==> config.mk <==
export PLATFORM = sky130hd
export DESIGN_NAME = max7219_frame_sequencer
export DESIGN_NICKNAME = d
export VERILOG_FILES = /design/src/rtl/max7219_frame_sequencer.sv
export SDC_FILE = /design/constraint.sdc
export NUM_CORES = 1
export LEC_CHECK = 0
export CAP_MARGIN = 5
export CORE_MARGIN = 3
export CORE_UTILIZATION = 47
export CTS_CLUSTER_SIZE = 12
export DETAILED_ROUTE_END_ITERATION = 8
export GPL_ROUTABILITY_DRIVEN = 0
export PLACE_DENSITY = 0.71
export SLEW_MARGIN = 20
export SYNTH_ARGS = -nofsm -noshare
export SYNTH_HDL_FRONTEND = slang
export SYNTH_SLANG_ARGS = --single-unit
==> constraint.sdc <==
create_clock -name clk -period 1.7 [get_ports clk]
set_input_delay 0.34 -clock clk [delete_from_list [all_inputs] [get_ports clk]]
set_output_delay 0.34 -clock clk [all_outputs]
set_load 0.01 [all_outputs]
==> src/rtl/max7219_frame_sequencer.sv <==
// MAX7219 word scheduler: init sequence, then one six-digit frame per tick edge.
// Optional FRAME_SKIP_UNCHANGED_EN drops digit words equal to the last one sent.
module max7219_frame_sequencer #(
  parameter logic [3:0]  INTENSITY     = 4'd8,
  parameter logic [7:0]  SCAN_LIMIT    = 8'd5,
  parameter int unsigned GAP_CYCLES    = 32,
  parameter int unsigned REINIT_FRAMES = 0
) (
  input  logic        clk,
  input  logic        rst_n,
  input  logic        tick,
  input  logic        ena,
  input  logic [3:0]  ces_0X,
  input  logic [3:0]  ces_X0,
  input  logic [3:0]  sec_0X,
  input  logic [2:0]  sec_X0,
  input  logic [3:0]  min_0X,
  input  logic [2:0]  min_X0,
  input  logic        spi_ready,
  input  logic        spi_sent,
  output logic        cs_n,
  output logic [15:0] word,
  output logic        busy,
  output logic        frame_done,
  output logic        overrun
);

  typedef enum logic [2:0] {
    INIT_LOAD, IDLE, LOAD, SEND, RELEASE, GAP
  } state_t;

  localparam logic [7:0]  GAP_LD  = 8'(GAP_CYCLES - 1);
  localparam logic [15:0] RF_LAST = 16'(REINIT_FRAMES - 1);

  state_t      state;
  logic [2:0]  idx;
  logic [7:0]  gap_cnt;
  logic [15:0] frm_cnt;
  logic        init_seq;
  logic        tick_q;
  logic        tick_rise;
  logic        reinit_now;

  logic [3:0]  s_c0, s_c1, s_s0, s_m0;
  logic [2:0]  s_s1, s_m1;

  logic [15:0] init_word;
  logic [7:0]  fdata;
  logic [15:0] fword;

  assign tick_rise  = tick & ~tick_q;
  assign reinit_now = (REINIT_FRAMES != 0) && (frm_cnt == RF_LAST);

  always_comb begin
    init_word = 16'h09FF;
    case (idx)
      3'd0:    init_word = 16'h0F00;
      3'd1:    init_word = 16'h0C01;
      3'd2:    init_word = {8'h0B, SCAN_LIMIT};
      3'd3:    init_word = {8'h0A, 4'h0, INTENSITY};
      default: init_word = 16'h09FF;
    endcase
  end

  // Decimal points sit after seconds and minutes units.
  always_comb begin
    fdata = 8'h00;
    case (idx)
      3'd0:    fdata = {4'h0, s_c0};
      3'd1:    fdata = {4'h0, s_c1};
      3'd2:    fdata = {4'h8, s_s0};
      3'd3:    fdata = {5'h00, s_s1};
      3'd4:    fdata = {4'h8, s_m0};
      default: fdata = {5'h00, s_m1};
    endcase
  end

  assign fword = {4'h0, {1'b0, idx} + 4'd1, fdata};

`ifdef FRAME_SKIP_UNCHANGED_EN
  logic [7:0] last_data [6];
  logic [5:0] last_vld;
  logic       skip;

  assign skip = last_vld[idx] && (last_data[idx] == fdata);
`endif

  always_ff @(posedge clk or negedge rst_n) begin
    if (!rst_n) begin
      state      <= INIT_LOAD;
      idx        <= 3'd0;
      gap_cnt    <= 8'd0;
      frm_cnt    <= 16'd0;
      init_seq   <= 1'b1;
      tick_q     <= 1'b0;
      cs_n       <= 1'b1;
      word       <= 16'h0000;
      busy       <= 1'b1;
      frame_done <= 1'b0;
      overrun    <= 1'b0;
      s_c0       <= 4'd0;
      s_c1       <= 4'd0;
      s_s0       <= 4'd0;
      s_s1       <= 3'd0;
      s_m0       <= 4'd0;
      s_m1       <= 3'd0;
`ifdef FRAME_SKIP_UNCHANGED_EN
      last_vld   <= 6'd0;
      for (int i = 0; i < 6; i++) last_data[i] <= 8'h00;
`endif
    end else begin
      tick_q     <= tick;
      frame_done <= 1'b0;
      overrun    <= tick_rise && (state != IDLE);

      unique case (state)
        INIT_LOAD: begin
          init_seq <= 1'b1;
          word     <= init_word;
          state    <= SEND;
`ifdef FRAME_SKIP_UNCHANGED_EN
          last_vld <= 6'd0;
`endif
        end

        IDLE: begin
          if (tick_rise && ena) begin
            s_c0     <= ces_0X;
            s_c1     <= ces_X0;
            s_s0     <= sec_0X;
            s_s1     <= sec_X0;
            s_m0     <= min_0X;
            s_m1     <= min_X0;
            idx      <= 3'd0;
            init_seq <= 1'b0;
            busy     <= 1'b1;
            state    <= LOAD;
          end
        end

        LOAD: begin
`ifdef FRAME_SKIP_UNCHANGED_EN
          if (skip) begin
            if (idx != 3'd5) begin
              idx <= idx + 3'd1;
            end else begin
              frame_done <= 1'b1;
              idx        <= 3'd0;
              if (reinit_now) begin
                frm_cnt  <= 16'd0;
                init_seq <= 1'b1;
                state    <= INIT_LOAD;
              end else begin
                frm_cnt <= frm_cnt + 16'd1;
                busy    <= 1'b0;
                state   <= IDLE;
              end
            end
          end else begin
            last_data[idx] <= fdata;
            last_vld[idx]  <= 1'b1;
            word           <= fword;
            state          <= SEND;
          end
`else
          word  <= fword;
          state <= SEND;
`endif
        end

        SEND: begin
          if (cs_n) begin
            if (spi_ready) cs_n <= 1'b0;
          end else if (spi_sent) begin
            cs_n  <= 1'b1;
            state <= RELEASE;
          end
        end

        RELEASE: begin
          if (spi_ready) begin
            gap_cnt <= GAP_LD;
            state   <= GAP;
          end
        end

        GAP: begin
          if (gap_cnt != 8'd0) begin
            gap_cnt <= gap_cnt - 8'd1;
          end else if (init_seq) begin
            if (idx != 3'd4) begin
              idx   <= idx + 3'd1;
              state <= INIT_LOAD;
            end else begin
              idx   <= 3'd0;
              busy  <= 1'b0;
              state <= IDLE;
            end
          end else if (idx != 3'd5) begin
            idx   <= idx + 3'd1;
            state <= LOAD;
          end else begin
            frame_done <= 1'b1;
            idx        <= 3'd0;
            if (reinit_now) begin
              frm_cnt  <= 16'd0;
              init_seq <= 1'b1;
              state    <= INIT_LOAD;
            end else begin
              frm_cnt <= frm_cnt + 16'd1;
              busy    <= 1'b0;
              state   <= IDLE;
            end
          end
        end

        default: state <= INIT_LOAD;
      endcase
    end
  end

endmodule
==> summary.md <==
| Metric | Value |
|---|---|
| Initial antenna violation count | `0` |
| Number of routed nets with antenna violations | `0` |
| Mapped Cells | `252` |
| Drt initial violations | `110` |
| DIE AREA | `6725 um2` |
| CP arrival | `1990 ps` |
| TritonCTS buffer count | `5` |
| Remaining DRCs | `0` |
| Layout cells sized above 1 | `35.12%` |
| EDFF count, synth | `0` |
| Fin worst setup slack | `-108.5 ps` |
| Core Area | `5540 um2` |
| Post-Syn Area | `2715 um2` |
| Worst skew pair latency | `310 ps` |
| Max Slew Vio Count | `0` |
| Pre-Repair DR Iteration Count | `4` |
| Most frequent cells in the layout | `dfrtp_1, buf_4, clkdlybuf4s50_1` |
| Sw Ratio | `35.85%` |
| Total track usage | `19.93%` |
| Final Hold Fails | `0` |
| Combinational share of power | `48.7%` |
| Final Critical Period | `1809 ps` |
| R2r setup slk | `-110 ps` |
| Peak Freq | `0.5529 GHz` |
| Clk slew on worst S/H paths | `100 ps` |
| Outcome | `complete, but fails checks` |
| Final setup fails | `18` |
| Int Power | `3699 uW` |
| Hold Buf Count CTS | `0` |
| Hpwl dp | `4521 um` |
| IO buf count | `43` |
| Main synth FF type | `dfrtp_1` |
| Clock network power share | `12.5%` |
| Fin crit share | `106.4%` |
| Placed instance count | `391` |
| First-pass GRT wire length | `10260 um` |
| Pin count of the biggest net entering global routing | `53` |
| Leak pwr | `0.001686 uW` |
| Non-Filler Instances | `408` |
| Syn_area_per_cell | `10.77 um2` |
| Fill count | `408` |
| Yosys warning count | `0` |
| Commonest non-fill, non-tap cell in the layout | `dfrtp_1` |
| Max clock buf depth | `2` |
| Initial Util | `49.01%` |
| Worst r2r path cells | `7` |
| Setup crit start kind | `register` |
| Synth cell types | `56` |
| Critical path endpoint category | `register` |
| NetSw | `2067 uW` |
| Reg power frac | `38.8%` |
| Total Neg Setup Slack | `-745.7 ps` |
| FP Rows | `27` |
| Diode count | `0` |
| Seq/Total Area, Yosys | `48.06%` |
| Chip Height | `82.01 um` |
| Final wirelength | `6778 um` |
| VDD IR-drop max | `707.1 uV` |
| Clock root cell | `clkbuf_8` |
| Power Density | `1476 nW/um2` |
| Vias in the first global route | `2192` |
| Crit-path max FO | `6` |
| CTS H-tree lvls | `2` |
| Pwr Total | `5765 uW` |
| Vias | `2278` |
| CTS tree | `built` |
| Hold Crit Class | `in2async` |
| Post-route cell area | `3905 um2` |
| Clk_skew | `14.30 ps` |
| Grt ovf | `0` |
| CP required | `1880 ps` |
| Dpl ws | `-335.7 ps` |
| Final nets | `371` |
| Instance area after placement | `3488 um2` |
| R2r endpoint | `word[0]` |
| Synth Register Bits | `52` |
| Io pins | `48` |
| Failing checks | `negative setup slack` |
| Routed len/inst | `16.61 um` |
| Crit Path Category | `reg2reg` |
| Ys async rst share | `100.0%` |
| Die width | `82.01 um` |
| Vias per std cell | `5.583` |
| Reg-to-reg critical path startpoint | `idx[0]` |
| RSZ-0062 raised after global routing | `yes` |
| Syn-to-layout area delta | `43.83%` |
| # Max-Cap Violations | `0` |
| CTS Sinks | `52` |
per-layer routing:
metal / vias up / global-route usage (%) / share of wire, %
met5: - / 0 / 0
met4: 0 / 4.983 / 1.5
met3: 11 / 4.496 / 4.2
met2: 57 / 33.44 / 50
met1: 1132 / 26.05 / 45
li1: 1078 / - / -
per-stage QoR:
step	hold WS [ps]	utilization, %
floorplan	44.41	-
global placement	352.5	62.96
detailed placement	354.2	62.96
CTS	17.21	65.72
global route	18.02	70.48
finish	10.31	70.48
cells by family (layout without fill, tap and decap cells):
logic type | after synthesis | after routing | synth area share [%]
AO/OA/AOI/OAI | 55 | 55 | 14.06
adder cells (fa/ha/maj) | 8 | 8 | 3.687
buffers and inverters | 26 | 107 | 4.931
flip-flops | 52 | 52 | 48.06
multiplexers | 26 | 26 | 10.69
other | 1 | 4 | 0.1381
AND/OR/NAND/NOR | 84 | 84 | 18.43
cells in the mapped netlist (3+ instances only):
cell | instances | area, um2
mux2_1 | 17 | 191.4
nand3b_1 | 3 | 22.52
nor3b_1 | 4 | 30.03
mux2_2 | 7 | 78.83
clkbuf_1 | 3 | 11.26
inv_1 | 8 | 30.03
buf_4 | 8 | 60.06
buf_2 | 5 | 25.02
o21ai_0 | 9 | 45.04
a21oi_1 | 7 | 35.03
a31oi_1 | 5 | 31.28
nand2_1 | 21 | 78.83
a222oi_1 | 4 | 40.04
dfstp_2 | 3 | 78.83
nor3_1 | 5 | 25.02
or3_1 | 6 | 37.54
dfrtp_1 | 49 | 1226
nor2_1 | 12 | 45.04
o211ai_1 | 4 | 30.03
nor2b_1 | 3 | 18.77
nand3_1 | 10 | 50.05
o21ai_1 | 4 | 20.02
ha_1 | 8 | 100.1
final cells by class:
cell class | instances | area, um2 | area share (%)
Clock buffer | 8 | 90.09 | 2.307
Inverter | 8 | 32.53 | 0.8331
Multi-Input combinational cell | 177 | 1531 | 39.22
Sequential cell | 52 | 1309 | 33.51
Tap cell | 72 | 90.09 | 2.307
Timing Repair Buffer | 91 | 852.1 | 21.82
worst max-delay path: stages, from the launching register on:
cell	delay [ps]
dfrtp_2	460
inv_2	90
ha_4	190
o21ba_1	200
or3_4	370
buf_4	150
o21bai_1	130
o211ai_1	90
power by group through the flow:
stage          logic [uW]  clock network, uW  registers, uW
2_1_floorplan        1420                  0           2130
3_3_place_gp         2310                  0           2200
3_5_place_dp         2390                  0           2220
4_1_cts              2460                743           2210
5_1_grt              3070                807           2300
6_report             2810                722           2230
worst max path at each step:
stage           start  endpoint  slack, ps  cells past startpoint
2_1_floorplan  idx[1]   word[1]        -30                      7
3_3_place_gp     tick   s_m1[1]       -270                      5
3_5_place_dp     tick   s_m1[0]       -340                      5
4_1_cts        idx[1]   word[1]       -110                      6
5_1_grt        idx[0]   word[0]       -190                      7
6_report       idx[0]   word[0]       -110                      7
repair_timing:
action                     4_1_cts  5_1_grt
cloned                           0        2
resized for setup               20       36
setup endpoints to repair       21       18
buffers inserted                 0        8
pin swaps                        2       13
sequential cells by signal, indices dropped and copies added, names as in the netlist:
| signal | count |
|---|---|
| busy | 1 |
| s_c1 | 4 |
| s_c0 | 4 |
| idx | 3 |
| overrun | 1 |
| word | 10 |
| s_m0 | 4 |
| gap_cnt | 8 |
| s_s0 | 4 |
| cs_n | 1 |
| frame_done | 1 |
| s_s1 | 3 |
| tick_q | 1 |
| state | 3 |
| init_seq | 1 |
| s_m1 | 3 |
Power figures use the tool's default switching activity.
